File: src/rtl/select_32bit_pkg.sv
// Shared constants for the dual carry-select 32-bit adder: operand width,
// block count and the two block-width tables (LSB block first).
package select_32bit_pkg;

  localparam int WIDTH      = 32;
  localparam int NUM_BLOCKS = 6;

  localparam int PRIM_WIDTHS [NUM_BLOCKS] = '{4, 4, 6, 6, 6, 6};
  localparam int ALT_WIDTHS  [NUM_BLOCKS] = '{2, 4, 5, 6, 7, 8};

  typedef enum logic {
    ADDER_PRIM = 1'b0,
    ADDER_ALT  = 1'b1
  } adderKind_t;

  function automatic int blockWidth(adderKind_t kind, int idx);
    return (kind == ADDER_ALT) ? ALT_WIDTHS[idx] : PRIM_WIDTHS[idx];
  endfunction

  // Bit position of a block's LSB: running sum of the widths below it.
  function automatic int blockLsb(adderKind_t kind, int idx);
    int lsb;
    lsb = 0;
    for (int i = 0; i < idx; i++) lsb += blockWidth(kind, i);
    return lsb;
  endfunction

endpackage

File: src/rtl/select_32bit_rca_block.sv
// N-bit ripple-carry adder built from discrete XOR/AND/OR gates so every
// full-adder gate is a distinct, observable net.
module rca_block #(
  parameter int N = 4
) (
  input  logic           [N-1:0] a,
  input  logic           [N-1:0] b,
  input  logic                   cin,
  output wire logic      [N-1:0] sum,
  output logic                   cout
);

  wire [N:0] carry;

  assign carry[0] = cin;

  for (genvar k = 0; k < N; k++) begin : gBit
    wire axb;
    wire gen;
    wire prop;
    xor uXorP   (axb, a[k], b[k]);
    xor uXorS   (sum[k], axb, carry[k]);
    and uAndG   (gen, a[k], b[k]);
    and uAndP   (prop, axb, carry[k]);
    or  uOrC    (carry[k+1], gen, prop);
  end

  assign cout = carry[N];

endmodule

File: src/rtl/select_32bit.sv
// Two independent carry-select adders computing a+b, each with its own block
// partition; results and carries are registered with one cycle of latency.
module select_32bit
  import select_32bit_pkg::*;
(
  input  logic                  clk,
  input  logic                  rst_n,
  input  logic [WIDTH-1:0]      a,
  input  logic [WIDTH-1:0]      b,
  output logic [WIDTH-1:0]      s,
  output logic [WIDTH-1:0]      s_alt,
  output logic                  cout,
  output logic                  cout_alt,
  output logic [NUM_BLOCKS-1:0] blockCoutPrim,
  output logic [NUM_BLOCKS-1:0] blockCoutAlt
);

  logic [1:0][WIDTH-1:0]      sumComb;
  logic [1:0][NUM_BLOCKS-1:0] carryComb;

  // Adder 0 is the primary partition, adder 1 the alternate; no gates are shared.
  for (genvar g = 0; g < 2; g++) begin : gAdder
    for (genvar i = 0; i < NUM_BLOCKS; i++) begin : gBlk
      localparam adderKind_t KIND = adderKind_t'(g);
      localparam int W   = blockWidth(KIND, i);
      localparam int LSB = blockLsb(KIND, i);

      logic         blkCout;
      logic [W-1:0] blkSum;

      if (i == 0) begin : gFirst
        rca_block #(.N(W)) uChain (
          .a    (a[LSB +: W]),
          .b    (b[LSB +: W]),
          .cin  (1'b0),
          .sum  (blkSum),
          .cout (blkCout)
        );
      end else begin : gSel
        logic [W-1:0] sum0;
        logic [W-1:0] sum1;
        logic         cout0;
        logic         cout1;

        rca_block #(.N(W)) uChain0 (
          .a    (a[LSB +: W]),
          .b    (b[LSB +: W]),
          .cin  (1'b0),
          .sum  (sum0),
          .cout (cout0)
        );

        rca_block #(.N(W)) uChain1 (
          .a    (a[LSB +: W]),
          .b    (b[LSB +: W]),
          .cin  (1'b1),
          .sum  (sum1),
          .cout (cout1)
        );

        // The previous block's carry picks which speculative result is real.
        assign blkSum  = gBlk[i-1].blkCout ? sum1  : sum0;
        assign blkCout = gBlk[i-1].blkCout ? cout1 : cout0;
      end

      assign sumComb[g][LSB +: W] = blkSum;
      assign carryComb[g][i]      = blkCout;
    end
  end

  assign blockCoutPrim = carryComb[0];
  assign blockCoutAlt  = carryComb[1];

  always_ff @(posedge clk or negedge rst_n) begin
    if (!rst_n) begin
      s        <= '0;
      s_alt    <= '0;
      cout     <= 1'b0;
      cout_alt <= 1'b0;
    end else begin
      s        <= sumComb[0];
      s_alt    <= sumComb[1];
      cout     <= carryComb[0][NUM_BLOCKS-1];
      cout_alt <= carryComb[1][NUM_BLOCKS-1];
    end
  end

endmodule

File: config.mk
export PLATFORM = sky130hd
export DESIGN_NAME = select_32bit
export DESIGN_NICKNAME = d
export VERILOG_FILES = /design/src/rtl/select_32bit_pkg.sv /design/src/rtl/select_32bit_rca_block.sv /design/src/rtl/select_32bit.sv
export SDC_FILE = /design/constraint.sdc
export NUM_CORES = 1
export LEC_CHECK = 0
export ABC_AREA = 0
export CAP_MARGIN = 40
export CORE_MARGIN = 2
export CORE_UTILIZATION = 40
export CTS_CLUSTER_DIAMETER = 40
export DETAILED_ROUTE_END_ITERATION = 8
export PLACE_DENSITY_LB_ADDON = 0.15
export SYNTH_ARGS = -nofsm -noshare
export SYNTH_HDL_FRONTEND = slang
export SYNTH_SLANG_ARGS = --single-unit
File: constraint.sdc
create_clock -name clk -period 55.7 [get_ports clk]
set_clock_uncertainty 0.2 [all_clocks]
set_input_delay 13.925 -clock clk [delete_from_list [all_inputs] [get_ports clk]]
set_output_delay 13.925 -clock clk [all_outputs]
set_load 0.005 [all_outputs]
# After elaboration in Yosys (flattened, before gate mapping)
# Cells that the tools add are included.
# W data, S select, Z words.
# op_classes
bitwise_logic	381
muxes	20
# op_table
op	n
$and A1 B1 Y1	131
$xor A1 B1 Y1	131
$or A1 B1 Y1	109
$mux W6	5
$mux W1	10
$not A1 Y1	10
$mux W4	2
$mux W8	1
$mux W7	1
$mux W5	1
# word_totals
in_bits	66
out_inout_bits	78
reg_bits	66
elab_cells	405

# Logic depth before layout (Yosys ltp)
# Gate-level depths: netlist of run 1.
# logic_depth
ltp_word	17
mapped_depth	38
depth_no_buf	37

# Hierarchy
# A second synthesis of run 1 with hierarchy kept.
# hier_totals
cells_unflattened	497
hier_area_um2	5900.7
# modules_own_cells
module	n_inst	area_each_um2	cells_each	seq_area_each_um2
select_32bit	1	2640.0	157	1651.6
rca_block at gAdder[0].gBlk[2].gSel.uChain0 ...	10	157.7	16	0.0
rca_block at gAdder[0].gBlk[0].gFirst.uChain ...	5	117.6	14	0.0
rca_block at gAdder[1].gBlk[5].gSel.uChain0 ...	2	197.7	18	0.0
rca_block at gAdder[1].gBlk[4].gSel.uChain0 ...	2	177.7	17	0.0
rca_block at gAdder[1].gBlk[2].gSel.uChain0 ...	2	137.6	15	0.0
rca_block at gAdder[1].gBlk[0].gFirst.uChain	1	70.1	10	0.0

# Worst setup path after synthesis of run 1
# Ideal clock, no wire load.
# synth_timing
path_kind	input to output
start	input a[0]
end	output blockCoutPrim[5]
arrival_time_ps	24971
slack_ps	16604
stages	36
t_required_ps	41575
path_buffers	1
cell_sequence	ha_1 > fa_1 > fa_1 > fa_1 > mux2i_1 > fa_1 > fa_1 > fa_1 > mux2i_1 > fa_1 > fa_1 > fa_1 > fa_1 > fa_1 > nor2_1 > a21oi_1 > fa_1 > fa_1 > fa_1 > fa_1 > fa_1 > mux2i_1 > fa_1 > fa_1 > fa_1 > fa_1 > fa_1 > mux2i_1 > fa_1 > fa_1 > fa_1 > fa_1 > inv_1 > fa_1 > inv_1 > buf_4
# synth_between
elab_chain_len	12
# synth_rtl
item	line	rtl
from (decl)	select_32bit.sv:8	input logic [WIDTH-1:0] a,
$and A1 B1 Y1 (2 in a row)	n/a	
$or A1 B1 Y1	n/a	
net gAdder[1].gBlk[0].blkCout	select_32bit.sv:28	logic blkCout;
$and A1 B1 Y1	select_32bit_rca_block.sv:24	and uAndP (prop, axb, carry[k]);
$or A1 B1 Y1	select_32bit_rca_block.sv:25	or uOrC (carry[k+1], gen, prop);
$and A1 B1 Y1	select_32bit_rca_block.sv:24	
$or A1 B1 Y1	select_32bit_rca_block.sv:25	
net gAdder[0].gBlk[0].blkCout	select_32bit.sv:28	
$mux W1	select_32bit.sv:63	assign blkCout = gBlk[i-1].blkCout ? cout1 : cout0;
net gAdder[0].gBlk[1].blkCout	select_32bit.sv:28	
$mux W1	select_32bit.sv:63	
net gAdder[0].gBlk[2].blkCout	select_32bit.sv:28	
$mux W1	select_32bit.sv:63	
net gAdder[0].gBlk[3].blkCout	select_32bit.sv:28	
$mux W1	select_32bit.sv:63	
net gAdder[0].gBlk[4].blkCout	select_32bit.sv:28	
$mux W1	select_32bit.sv:63	
to (decl)	select_32bit.sv:14	output logic [NUM_BLOCKS-1:0] blockCoutPrim,
# The timed path passes the listed nets, and every way through them passes these cells.

# Final worst setup path of run 1
# layout_timing
start	input a[0]
end	output blockCoutPrim[5]
# layout_between
elab_chain_len	12
# layout_rtl
item	line	rtl
$and A1 B1 Y1	select_32bit_rca_block.sv:23	and uAndG (gen, a[k], b[k]);
$and A1 B1 Y1	select_32bit_rca_block.sv:24	
$or A1 B1 Y1	select_32bit_rca_block.sv:25	
$and A1 B1 Y1	select_32bit_rca_block.sv:24	
$or A1 B1 Y1	select_32bit_rca_block.sv:25	
$and A1 B1 Y1	select_32bit_rca_block.sv:24	
$or A1 B1 Y1	select_32bit_rca_block.sv:25	
$mux W1 (5 in a row)	select_32bit.sv:63	
# No other way between the ends.

==> results.ini, run 1 <==
[floorplanning]
die_y_um=94.5
ioPinCount=144
core_area_um2=7850
num_rows=32
die-area_um2=8930
die_w_um=94.5
initial_core_util_pct=41.7

[route]
drtAntennaViolNets=0
wirelength_mm=6.14
via_per_inst=4.28
drt-initial-drc-count=18
wl_per_cell_um=13.5
dr_total_vias=1940
firstDrtPassIters=3
drc=0

[logic_synthesis]
syn-num-nets=345
avgSynthCellArea_um2=15.8
ys_seq_elements=63
ys_types=9
syn_area_um2=3270
yosysWarnings=0
synthesis.instances=207
ys_seq_area_share_pct=48.1

[global_route]
grt_use_total_pct=15.3
grt_max_degree=64
grt_pass1_vias=2117
grt_pass1_wl_mm=10.1
gr-total-overflow=0
antenna_found_initial=0

[worst_setup_path]
crit_arrival_ps=26320
cp-start-kind=input port
crit_type=input port to output port
critPathMaxStageDelay_ps=470
path_max_fanout=4
worstPathRequired_ps=41580
slowest_stage=fa_1
crit_top_cell=fa_1
worst_setup_path_end_kind=output port

[clocking]
root_buffer=clkbuf_8
post_cts_resize_count=0
cts.reportedPaths.clkPinSlew_ps=70
cts_num_sinks=63
postCtsSetupBuffers=0
tritoncts=yes
clock_path_buffers=2
cts_buffers=9
cts_max_level=3
ctsHoldBuffers=0

[sta]
max_freq_mhz=24.7
tightest_slew_ps=777
slew_viol_final=0
rsz0062_at_grt=false
setup_viol=0
fin_crit_sh_pct=72.6
hold_violations=0
slew_headroom_pct=48.2
setup-tns-final_ps=0
fin_crit_ps=40440

[final_layout]
layout_commonest_cell=clkdlybuf4s50_1
num-fill-cells=633
fin_area_um2=4900
layout_common_cells=clkdlybuf4s50_1 (142), dfrtp_1 (63), fa_1 (51), inv_1 (34), ha_1 (21)
multi_input_comb_area_um2=1460
antenna_cells=0
final-seq-area_um2=1580
drive_above_1_share_pct=4.56
fin_nets=485
synthToLayoutAreaGrowth_pct=49.7

[power]
power_density_nw_per_um2=27.7
ir_worst_vdd_mv=0.0123
power_leakage_nw=2.18

[placed_design]
numPortBuffers=143
gp_congestion=0.738
hpwlAfterDp_mm=5.01
place_area_um2=4720

[run]
max_cap_violations=0

[worst_hold_path]
min_path_type=input port to async pin

[outcome]
status=finished clean

state kept, by name (all words and copies together) (netlist names):
register,count
s,30
cout,1
s_alt,31
cout_alt,1
kinds of logic after synthesis:
group                      synth area share [%]
adders and majority gates                  39.2
DFF                                        48.1
buffers and inverters                      7.34
xor gates and xnor gates                   2.41
muxes                                      1.83
AOI/OAI and AO/OA                         0.611
and+or+nand+nor                           0.458
power breakdown:
| group | switching (mW) | leakage [nW] | internal (mW) |
|---|---|---|---|
| Combinational | 0.0151 | 1.35 | 0.0270 |
| Clock | 0.0164 | 0.0957 | 0.0201 |
| Sequential | 0.00242 | 0.734 | 0.0548 |
cell usage after synthesis:
cell / count / area (um^2)
dfrtp_1: 63 / 1580
mux2i_1: 6 / 60.1
buf_4: 15 / 113
ha_1: 21 / 263
fa_1: 51 / 1020
nor2_1: 4 / 15.0
inv_1: 34 / 128
a21oi_1: 4 / 20.0
xor2_1: 9 / 78.8
worst paths after layout:
path / startpoint / to / slack, ps / cells after the start
max: a[0] / blockCoutPrim[5] / 15260 / 37
min: rst_n / s_alt[0]$_DFF_PN0_ / 13560 / 2
max in group asynchronous: rst_n / s[17]$_DFF_PN0_ / 41230 / 2
min in group clk: a[0] / s_alt[0]$_DFF_PN0_ / 14010 / 2
critical path: cells and delay by family:
family	cells	cell delay [ps]
buffers and inverters	4	970
adders and majority gates	27	10590
and+or+nand+nor	1	110
muxes	4	670
AOI/OAI and AO/OA	1	60
through the flow:
step	std cells	utilization (%)	hold WS (ps)	worst slack (ps)	total power, mW
6_report	453	62.5	13560	15260	0.136
5_1_grt	453	62.5	13630	14770	0.146
4_1_cts	453	62.5	13590	15150	0.139
3_5_place_dp	438	60.2	13950	15190	0.101
3_3_place_gp	438	60.2	13940	15200	0.100
2_1_floorplan	207	-	13430	16600	0.0707
metal layers:
| metal | track usage, % | up-vias | wire (um) |
|---|---|---|---|
| met5 | 0 | - | 0 |
| met4 | 6.88 | 0 | 101 |
| met1 | 17.4 | 970 | 2170 |
| li1 | - | 880 | - |
| met2 | 26.0 | 82 | 3210 |
| met3 | 5.51 | 8 | 649 |
area by class of cell:
class | instances | area share, %
Inverter | 34 | 2.60
Timing Repair Buffer | 144 | 29.3
Tap cell | 102 | 2.60
Clock buffer | 10 | 2.60
Clock inverter | 5 | 1.02
Sequential cell | 63 | 32.2
Multi-Input combinational cell | 95 | 29.7
Power figures use the tool's default switching activity.
==> inputs of run 2 (changes only) <==
==> constraint.sdc (replaced) <==
create_clock -name clk -period 40.4 [get_ports clk]
set_clock_uncertainty 0.2 [all_clocks]
set_input_delay 10.1 -clock clk [delete_from_list [all_inputs] [get_ports clk]]
set_output_delay 10.1 -clock clk [all_outputs]
set_load 0.005 [all_outputs]
==> run 2 against run 1 <==
Clock power grew 50%. Global-route usage is 0.56 points higher. Hold slack worse by 3900 ps. Power rose by 41%. Setup slack worse by 7600 ps. Cell count unchanged. Flip-flop and latch count unchanged. First-iteration DRC count rose to 2.6 times the previous value. Non-clock buffer count is the same. Utilization grew 0.26 points. Via count is 0.72% lower. Die area unchanged. Critical endpoint unchanged. Highest routed layer unchanged.
==> results.ini, run 2 (synthesis gave the netlist of run 1 again) <==
[outcome]
status=finished clean

[sta]
rsz0062_at_grt=false
setup-tns-final_ps=0
tightest_slew_ps=797
fin_crit_ps=32790
setup_viol=0
max_freq_mhz=30.5
fin_crit_sh_pct=81.2
slew_headroom_pct=46.9
slew_viol_final=0
fin_worst_hold_slack_ps=9710
hold_violations=0

[floorplanning]
die_y_um=94.5
die-area_um2=8930
initial_core_util_pct=41.7
ioPinCount=144
die_w_um=94.5
num_rows=32
core_area_um2=7850

[final_layout]
antenna_cells=0
regMostFlops=s_alt
fin_nets=485
final_util_pct=62.7
layout_commonest_cell=clkdlybuf4s50_1
reg.largest.list=s_alt (31), s (30)
num-fill-cells=648
drive_above_1_share_pct=4.56
largest_reg_flops=31
synthToLayoutAreaGrowth_pct=50.3
layout_common_cells=clkdlybuf4s50_1 (142), dfrtp_1 (63), fa_1 (51), inv_1 (34), ha_1 (21)

[worst_setup_path]
critPathMaxStageDelay_ps=460
path_max_fanout=4
slowest_stage=fa_1
crit_top_cell=fa_1
crit_type=input port to output port
cp-start-kind=input port
crit_arrival_ps=22490
worst_setup_path_end_kind=output port
worstPathRequired_ps=30100

[global_route]
grt_pass1_wl_mm=10.4
antenna_found_initial=0
grt_use_total_pct=15.9
grt_pass1_vias=2175
grt_max_degree=64
gr-total-overflow=0

[clocking]
cts.reportedPaths.clkPinSlew_ps=70
tritoncts=yes
post_cts_resize_count=0
clock_path_buffers=2
cts_buffers=9
cts_num_sinks=63
cts_max_level=3
postCtsSetupBuffers=0
root_buffer=clkbuf_8
ctsHoldBuffers=0

[placed_design]
hpwlAfterDp_mm=5.19
gp_congestion=0.736
numPortBuffers=143

[route]
drt-initial-drc-count=47
via_per_inst=4.25
wirelength_mm=6.28
firstDrtPassIters=4
wl_per_cell_um=13.9
drtAntennaViolNets=0
drc=0
dr_total_vias=1926

[worst_hold_path]
min_path_type=input port to async pin

[run]
max_cap_violations=0

[power]
power_density_nw_per_um2=38.9
ir_worst_vdd_mv=0.0162
power_leakage_nw=2.19

## run 2: changes by cell type in the layout (fill, tap and decap cells not counted), sizes merged
| cell | change |
|---|---|
| clkbuf | +2 |
| clkinv | -3 |
| clkinvlp | +1 |
## run 2: critical path: cells and delay by family
| family | cells | cell delay [ps] |
|---|---|---|
| muxes | 4 | 690 |
| adders and majority gates | 27 | 10580 |
| buffers and inverters | 4 | 970 |
| and+or+nand+nor | 1 | 110 |
| AOI/OAI and AO/OA | 1 | 60 |
## run 2: final cells by class
class	instances	area (um^2)	area share [%]
inverter	34	128	2.59
sequential	63	1580	32.0
clock buffer	12	155	3.15
clock inverter	3	42.5	0.864
timing repair buffer	144	1430	29.1
multi-input combinational	95	1460	29.6
tap	102	128	2.59
## run 2: metal layers
layer | GRT usage (%) | share of wire, %
met5 | 0 | 0
met4 | 7.61 | 1.8
met3 | 5.67 | 10
met2 | 26.9 | 53
met1 | 17.8 | 35
## run 2: power breakdown
part,internal (mW),switching (mW),leakage (nW)
Clock,0.0314,0.0232,0.0985
Combinational,0.0371,0.0208,1.35
Sequential,0.0756,0.00341,0.734
## run 2: final timing paths
path                       slack (ps)  depth (start not counted)  startpoint             endpoint
max                              7610                         37        b[0]     blockCoutPrim[5]
min                              9710                          2       rst_n   s_alt[0]$_DFF_PN0_
max in group asynchronous       29730                          2       rst_n  s_alt[18]$_DFF_PN0_
min in group clk                10200                          2        a[0]   s_alt[0]$_DFF_PN0_
## run 2: metrics by stage
| stage | cells | cell area [um^2] | power [mW] | setup slack (ps) |
|---|---|---|---|---|
| after detailed placement | 438 | 4720 | 0.140 | 7540 |
| final | 453 | 4920 | 0.192 | 7610 |
| after floorplan | 207 | 3270 | 0.0975 | 8950 |
| after CTS | 453 | 4920 | 0.196 | 7510 |
| after global placement | 438 | 4720 | 0.138 | 7560 |
| after global routing | 453 | 4920 | 0.205 | 7150 |
